$ cat src/rtl/jk_seq_driver.sv
// Stimulus master for an external JK flip-flop: buffers target Q bits, drives J/K, checks Q.
// Define JK_DRV_TOGGLE_EN to drive every state change as a toggle (J=K=1).
module jk_seq_driver #(
    parameter int DEPTH = 4,
    parameter int CW    = 8
) (
    input  logic          clk,
    input  logic          rst,
    input  logic          in_valid,
    input  logic          in_bit,
    output logic          in_ready,
    input  logic          clr_err,
    input  logic          q_fb,
    output logic          j,
    output logic          k,
    output logic          err,
    output logic [CW-1:0] err_cnt,
    output logic          busy
);
    localparam int AW = $clog2(DEPTH);
    localparam logic [AW:0]   FULL_CNT = (AW+1)'(DEPTH);
    localparam logic [CW-1:0] ERR_MAX  = '1;

    localparam logic [1:0] S_IDLE  = 2'd0;
    localparam logic [1:0] S_DRIVE = 2'd1;
    localparam logic [1:0] S_CHECK = 2'd2;

    logic [1:0]       state_q, state_d;
    logic [DEPTH-1:0] mem_q;
    logic [AW-1:0]    wr_ptr_q, rd_ptr_q;
    logic [AW:0]      cnt_q;
    logic             tgt_q, j_q, k_q, err_q;
    logic [CW-1:0]    err_cnt_q;

    logic push, pop, head, mism, j_d, k_d;

    assign in_ready = (cnt_q != FULL_CNT);
    assign push     = in_valid & in_ready;
    assign head     = mem_q[rd_ptr_q];

    // CHECK pops straight into DRIVE so queued bits stream at two cycles each.
    always_comb begin
        state_d = state_q;
        pop     = 1'b0;
        case (state_q)
            S_IDLE: begin
                if (cnt_q != '0) begin
                    pop     = 1'b1;
                    state_d = S_DRIVE;
                end
            end
            S_DRIVE: state_d = S_CHECK;
            S_CHECK: begin
                if (cnt_q != '0) begin
                    pop     = 1'b1;
                    state_d = S_DRIVE;
                end else begin
                    state_d = S_IDLE;
                end
            end
            default: state_d = S_IDLE;
        endcase
    end

    // J/K are nonzero only on a pop edge, so they fall back to 0 after one DRIVE cycle.
`ifdef JK_DRV_TOGGLE_EN
    assign j_d = pop & (q_fb ^ head);
    assign k_d = pop & (q_fb ^ head);
`else
    assign j_d = pop & ~q_fb & head;
    assign k_d = pop & q_fb & ~head;
`endif

    assign mism = (state_q == S_CHECK) && (q_fb != tgt_q);

    always_ff @(posedge clk or negedge rst) begin
        if (!rst) begin
            state_q   <= S_IDLE;
            mem_q     <= '0;
            wr_ptr_q  <= '0;
            rd_ptr_q  <= '0;
            cnt_q     <= '0;
            tgt_q     <= 1'b0;
            j_q       <= 1'b0;
            k_q       <= 1'b0;
            err_q     <= 1'b0;
            err_cnt_q <= '0;
        end else begin
            state_q <= state_d;
            j_q     <= j_d;
            k_q     <= k_d;
            err_q   <= mism;
            if (push) begin
                mem_q[wr_ptr_q] <= in_bit;
                wr_ptr_q        <= wr_ptr_q + AW'(1);
            end
            if (pop) begin
                tgt_q    <= head;
                rd_ptr_q <= rd_ptr_q + AW'(1);
            end
            case ({push, pop})
                2'b10:   cnt_q <= cnt_q + (AW+1)'(1);
                2'b01:   cnt_q <= cnt_q - (AW+1)'(1);
                default: cnt_q <= cnt_q;
            endcase
            if (clr_err)
                err_cnt_q <= '0;
            else if (mism && err_cnt_q != ERR_MAX)
                err_cnt_q <= err_cnt_q + CW'(1);
        end
    end

    assign j       = j_q;
    assign k       = k_q;
    assign err     = err_q;
    assign err_cnt = err_cnt_q;
    assign busy    = (state_q != S_IDLE) | (cnt_q != '0);

endmodule

$ cat config.mk
export PLATFORM = sky130hd
export DESIGN_NAME = jk_seq_driver
export DESIGN_NICKNAME = d
export VERILOG_FILES = /design/src/rtl/jk_seq_driver.sv
export SDC_FILE = /design/constraint.sdc
export NUM_CORES = 1
export LEC_CHECK = 0
export ABC_AREA = 1
export BUFFER_PORTS_ARGS = -buffer_cell sky130_fd_sc_hd__buf_2
export CORE_MARGIN = 4
export CORE_UTILIZATION = 50
export DETAILED_ROUTE_END_ITERATION = 8
export PLACE_DENSITY = 0.8
export SETUP_SLACK_MARGIN = 0.02
export SLEW_MARGIN = 20
export SYNTH_ARGS = -nofsm -noshare
export SYNTH_HDL_FRONTEND = slang
export SYNTH_SLANG_ARGS = --single-unit
$ cat constraint.sdc
create_clock -name clk -period 1.7 [get_ports clk]
set_input_delay 0 -clock clk [delete_from_list [all_inputs] [get_ports clk]]
set_output_delay 0 -clock clk [all_outputs]
set_load 0.1 [all_outputs]
# Yosys cells after proc, flatten, opt, wreduce, memory -nomap -nowiden

Index checks and enable logic that the tools add are counted.

Bits in registers: 25
Latch bits: 0
Bits in writable memories: 0
Bits in read-only memories: 0
Input bits: 6
Output and inout port bits: 13
Word-level logic and storage cells: 56
Memories: 0

Add/sub/neg operators: 5
Multiply operators: 0
Div/mod/pow operators: 0
$lt $le $gt $ge: 3
Equality and inequality tests: 8
Shift operators: 0
Muxes and demuxes: 13
Bitwise logic cells: 8
Reductions and logical operators: 9

Operator list:

| cell                | number |
|---|---|
| $mux 8              | 2 |
| $add 8x1->8 const B | 1 |
| $ne 8x8->1 const B  | 1 |
| $lt 2x3->1 const B  | 2 |
| $pmux 2 s3          | 1 |
| $pmux 3 s2          | 1 |
| $reduce_bool 2->1   | 3 |
| $and 1x1->1         | 5 |
| $mux 1              | 5 |
| $add 2x1->2 const B | 2 |
| $bwmux 4            | 1 |
| $eq 2x1->1 const B  | 2 |
| $eq 2x2->1 const B  | 2 |
| $add 3x1->3 const B | 1 |
| $logic_and 1x1->1   | 3 |
| $ne 3x3->1 const B  | 1 |
| $reduce_bool 3->1   | 1 |
| $sub 3x1->3 const B | 1 |
| $bmux 1 s2          | 1 |
| $demux 1 s2         | 1 |
| $ge 2x1->1 const B  | 1 |
| $logic_not 2->1     | 1 |
| $mux 2              | 1 |
| $ne 2x2->1 const B  | 1 |
| 4 further kinds     | 5 |

# Logic depth before layout (Yosys ltp)

Word-level depth: 5
Depth in mapped cells: 10
Gate-level depth less buffers: 10

# Worst setup path before layout

OpenSTA, ideal clock, no wires.

Path type: register to register
From: reg cnt_q[1]
To: reg cnt_q[2]
Setup time: 0.131 ns
Data arrival time: 2.161 ns
Data required time: 1.569 ns
Path slack: -0.592 ns
Cell stages (with the launch flop): 10
Path buffers: 0
Clock period less this slack: 2.292 ns
Cells stage by stage: dfrtp_1 inv_1 nand3_2 nand2_2 ha_1 inv_1 fa_1 a21oi_1 o21ai_0 xor2_1

Elaborated cells on any way between the ends: 11
Classes of those cells: add/sub (2); eq/ne (3); mux (3); bitwise (1); reduce/logical (2)

RTL lines:

| what                                            | RTL line | RTL |
|---|---|---|
| start, declared                                 | 31       | `logic [AW:0] cnt_q;` |
| start signal, assigned                          | 102      | `2'b10: cnt_q <= cnt_q + (AW+1)'(1);` |
| start signal, assigned                          | 103      | `2'b01: cnt_q <= cnt_q - (AW+1)'(1);` |
| start signal, assigned                          | 104      | `default: cnt_q <= cnt_q;` |
| $ne 3x3->1 (*)                                  | 37       | `assign in_ready = (cnt_q != FULL_CNT);` |
| via in_ready                                    | 11       | `output logic in_ready,` |
| $and 1x1->1 (*)                                 | 38       | `assign push = in_valid & in_ready;` |
| $eq 2x1->1 or $eq 2x2->1 (tied branches)        | 101      | `case ({push, pop})` |
| $pmux 3 s2 or $reduce_bool 2->1 (tied branches) | -        |  |

Mark *: on every way through the listed nets, which the timed path passes. The rest lies on a longest branch.
A chain may end at the register's enable or synchronous reset.

# Worst setup path in the final report

From: reg cnt_q[0]
To: reg cnt_q[2]

Cells in the longest elaborated chain, start to end: 5
Elaborated cells on any way between the ends: 11
Classes of those cells: add/sub (2); eq/ne (3); mux (3); bitwise (1); reduce/logical (2)

Ends and longest elaborated chain:

| what                                            | RTL line |
|---|---|
| $reduce_bool 3->1                               | 47, 54 |
| $mux 1                                          | 47, 54 |
| $mux 1                                          | - |
| $eq 2x1->1 or $eq 2x2->1 (tied branches)        | 101 |
| $pmux 3 s2 or $reduce_bool 2->1 (tied branches) | - |

Parallel ways exist; a longest one is shown, timed or not.

==> flow_summary.toml <==
[timing]
finalCritPeriodShare_pct = 102
worst_slew_pin_slew_ns = 0.534
max-slew-margin-rel_pct = 64.4
slew_viol_final = 0
tns_ns = -0.0349
rsz0062_at_grt = "yes"
clock_skew_ns = 0.00678
finalHoldViolCount = 0
setup_viol = 1
max_freq_mhz = 576
fin_ws_ns = -0.0349
holdWs_ns = 0.0872
fin_crit_ns = 1.73

[worst_setup_path]
critPathRequiredTime_ns = 1.91
worstSetupPathType = "register to register"
start_kind = "register"
worstSetupEndpointType = "register"
path_cells = "inv_2, nand3_2, nand2_2, inv_2, ha_4, inv_4, fa_2, a21oi_2, o21ai_1, xor2_1"
cpPeakStageDelay_ns = 0.39
cp_slowest_cell = "dfrtp_1"
crit_arrival_ns = 1.94
crit_top_cell = "inv_2"
worstPathMaxFanout = 3

[detailed_routing]
drt_pass1_iterations = 4
drt_wl_total_mm = 2.80
drc = 0
avgViaCountPerCell = 5.10
avgRoutedWirePerCell_microns = 12.2
wl_met3_microns = 146
route.vias.total = 1169
top_layer = "met4"
drt_iter0_markers = 53
route.met2.wl_mm = 1.46
detail-route-antenna-nets = 0
wl_met1_mm = 1.12

[power_and_ir_drop]
peakVddDrop_uv = 1570
clkPwrFrac_pct = 8.9
finalPower_uw = 2990
p_leak_uw = 0.000866
p_int_uw = 1560
p_sw_share_pct = 47.8
powerDensity_mw_per_mm2 = 1790
power_frac_comb_pct = 59.2
power_switching_uw = 1430
p_seq_share_pct = 31.9

[placed_design]
numPlacedInstances = 210
hpwl_mm = 1.89
place.gp.congestion = 0.841
io_buffers = 18

[synth]
ys_ff_latch = 25
seq_area_frac_synth_pct = 47.5
syn_area_sq_mm = 0.00132
synth_cell_types = 23
synth_area_leaders = "dfrtp_1, nand2_1, nand3_1"
synth_warnings = 0
yosysTopAreaCell = "dfrtp_1"
synth_top_area_share_pct = 47.5
syn_nets = 171
syn-instance-count = 158
async_reset_ff_share_pct = 100
syn_avg_cell_area_sq_um = 8.34
synth_edf_count = 0
synth_flop_cell = "dfrtp_1"

[floorplanning]
start_util_pct = 52.7
io_pins = 19
die_h_microns = 59.3
rows = 18
die_area_sq_mm = 0.00352
core_sq_mm = 0.00250
die_w_microns = 59.3

[layout]
final-seq-area_sq_um = 633
stdcell_count = 229
layout_commonest_cell = "nand2_1"
nFillCells = 189
drive_gt1_share_pct = 32.7
most-common-layout-cells = "nand2_1, nor2_1, dfrtp_1"
multi_input_area_sq_um = 639
finalNetCount = 213
syn_to_final_growth_pct = 27.2
diodes = 0
fin_util_pct = 67.0

[global_route]
antenna_found_initial = 0
grt-ovfl-total = 0
grt.total_usage_pct = 17.8
grt_pass1_vias = 1158
grt_pass1_wl_mm = 4.82
grt_start_max_net_pins = 26

[worst_hold_path]
min_path_type = "input port to register"

[cts]
cts_buffers = 3
clock_latency_ns = 0.31
clkSlewWorstSetupHoldPaths_ns = 0.13
cts_tree = "yes"
h-tree-depth = 1
cts_sinks = 25
cts-root-buf = "clkbuf_4"
clock_path_buffers = 2

[status]
violations = "negative setup slack"
status = "complete, but fails checks"

[job]
max_cap_violations = 0
-- final timing paths --
| path | from | to | slack, ns | depth (start not counted) |
|---|---|---|---|---|
| min in group asynchronous | rst | err_cnt[6]$_DFFE_PN0P_ | 0.18 | 2 |
| max in group asynchronous | rst | err_cnt[5]$_DFFE_PN0P_ | 1.14 | 2 |
| setup reg to reg | cnt_q[0]$_DFFE_PN0P_ | cnt_q[2]$_DFFE_PN0P_ | -0.03 | 10 |
| setup / recovery | cnt_q[0]$_DFFE_PN0P_ | cnt_q[2]$_DFFE_PN0P_ | -0.03 | 10 |
| hold reg to reg | state_q[1]$_DFFE_PN0P_ | state_q[1]$_DFFE_PN0P_ | 0.46 | 1 |
| hold / removal | in_valid | wr_ptr_q[0]$_DFFE_PN0P_ | 0.09 | 4 |
-- layer usage --
metal,vias up,global-route usage (%)
met1,546,20.5
met3,10,3.49
met4,0,8.09
li1,577,-
met2,36,31.5
met5,-,0
-- kinds of logic (layout without fill, tap and decap cells) --
logic type                 after synthesis  after routing  share of synthesized area (%)
AOI/OAI and AO/OA                       17             17                           6.84
xor gates and xnor gates                 5              5                           3.32
adders and majority gates                7              7                           7.22
buffers and inverters                   24             65                           6.93
DFF                                     25             25                           47.5
and+or+nand+nor                         80             80                           28.2
-- cells in the mapped netlist, types with 2 or more instances --
cell type	count
nand2_1	30
nor3_1	3
dfrtp_1	25
nand2_2	4
nor2_1	19
xor2_1	4
ha_1	6
inv_1	21
nand3_1	17
inv_2	2
a21oi_1	3
nor2_2	2
o21ai_0	11
nor2_4	2
-- stage by stage --
| stage | worst slack (ns) | cell area [sq um] |
|---|---|---|
| 5_1_grt | -0.125 | 1680 |
| 2_1_floorplan | -0.250 | 1350 |
| 3_5_place_dp | -0.0744 | 1510 |
| 4_1_cts | 0.000804 | 1640 |
| 3_3_place_gp | 0.0308 | 1510 |
| 6_report | -0.0349 | 1680 |
-- repair_timing --
action / CTS / global route
resized for setup: 4 / 2
setup buffers: 6 / 5
pin swaps: 3 / 4
hold buffers: 4 / 0
setup endpoints to repair: 2 / 2
endpoints found under the hold margin: 33 / 0
-- flip-flops by register name (all words and copies together) (netlist names) --
signal / flops
cnt_q: 3
err: 1
err_cnt: 8
j: 1
k: 1
mem_q: 4
rd_ptr_q: 2
state_q: 2
tgt_q: 1
wr_ptr_q: 2
-- final cells by class --
| type | count | area share, % |
|---|---|---|
| inverters | 23 | 5.30 |
| clock buffers | 4 | 1.57 |
| multi-input cells | 109 | 38.2 |
| flip-flops and latches | 25 | 37.8 |
| well taps | 30 | 2.24 |
| repair buffers | 38 | 14.9 |
-- power by group through the flow --
stage	logic [uW]	registers [uW]	clock network, uW
6_report	1770	953	266
2_1_floorplan	843	1220	0
3_5_place_dp	1480	955	0
4_1_cts	1640	943	270
3_3_place_gp	1420	943	0
5_1_grt	1960	975	293
-- critical path, delay by kind of cell, from the launching register on --
kind	cells	cell delay (ns)
buf+inv	3	0.19
xor+xnor	1	0.14
compound gates	2	0.26
simple gates	2	0.15
fa+ha+maj	2	0.50
flops	1	0.39
No activity file was read; power rests on OpenSTA's default activity.
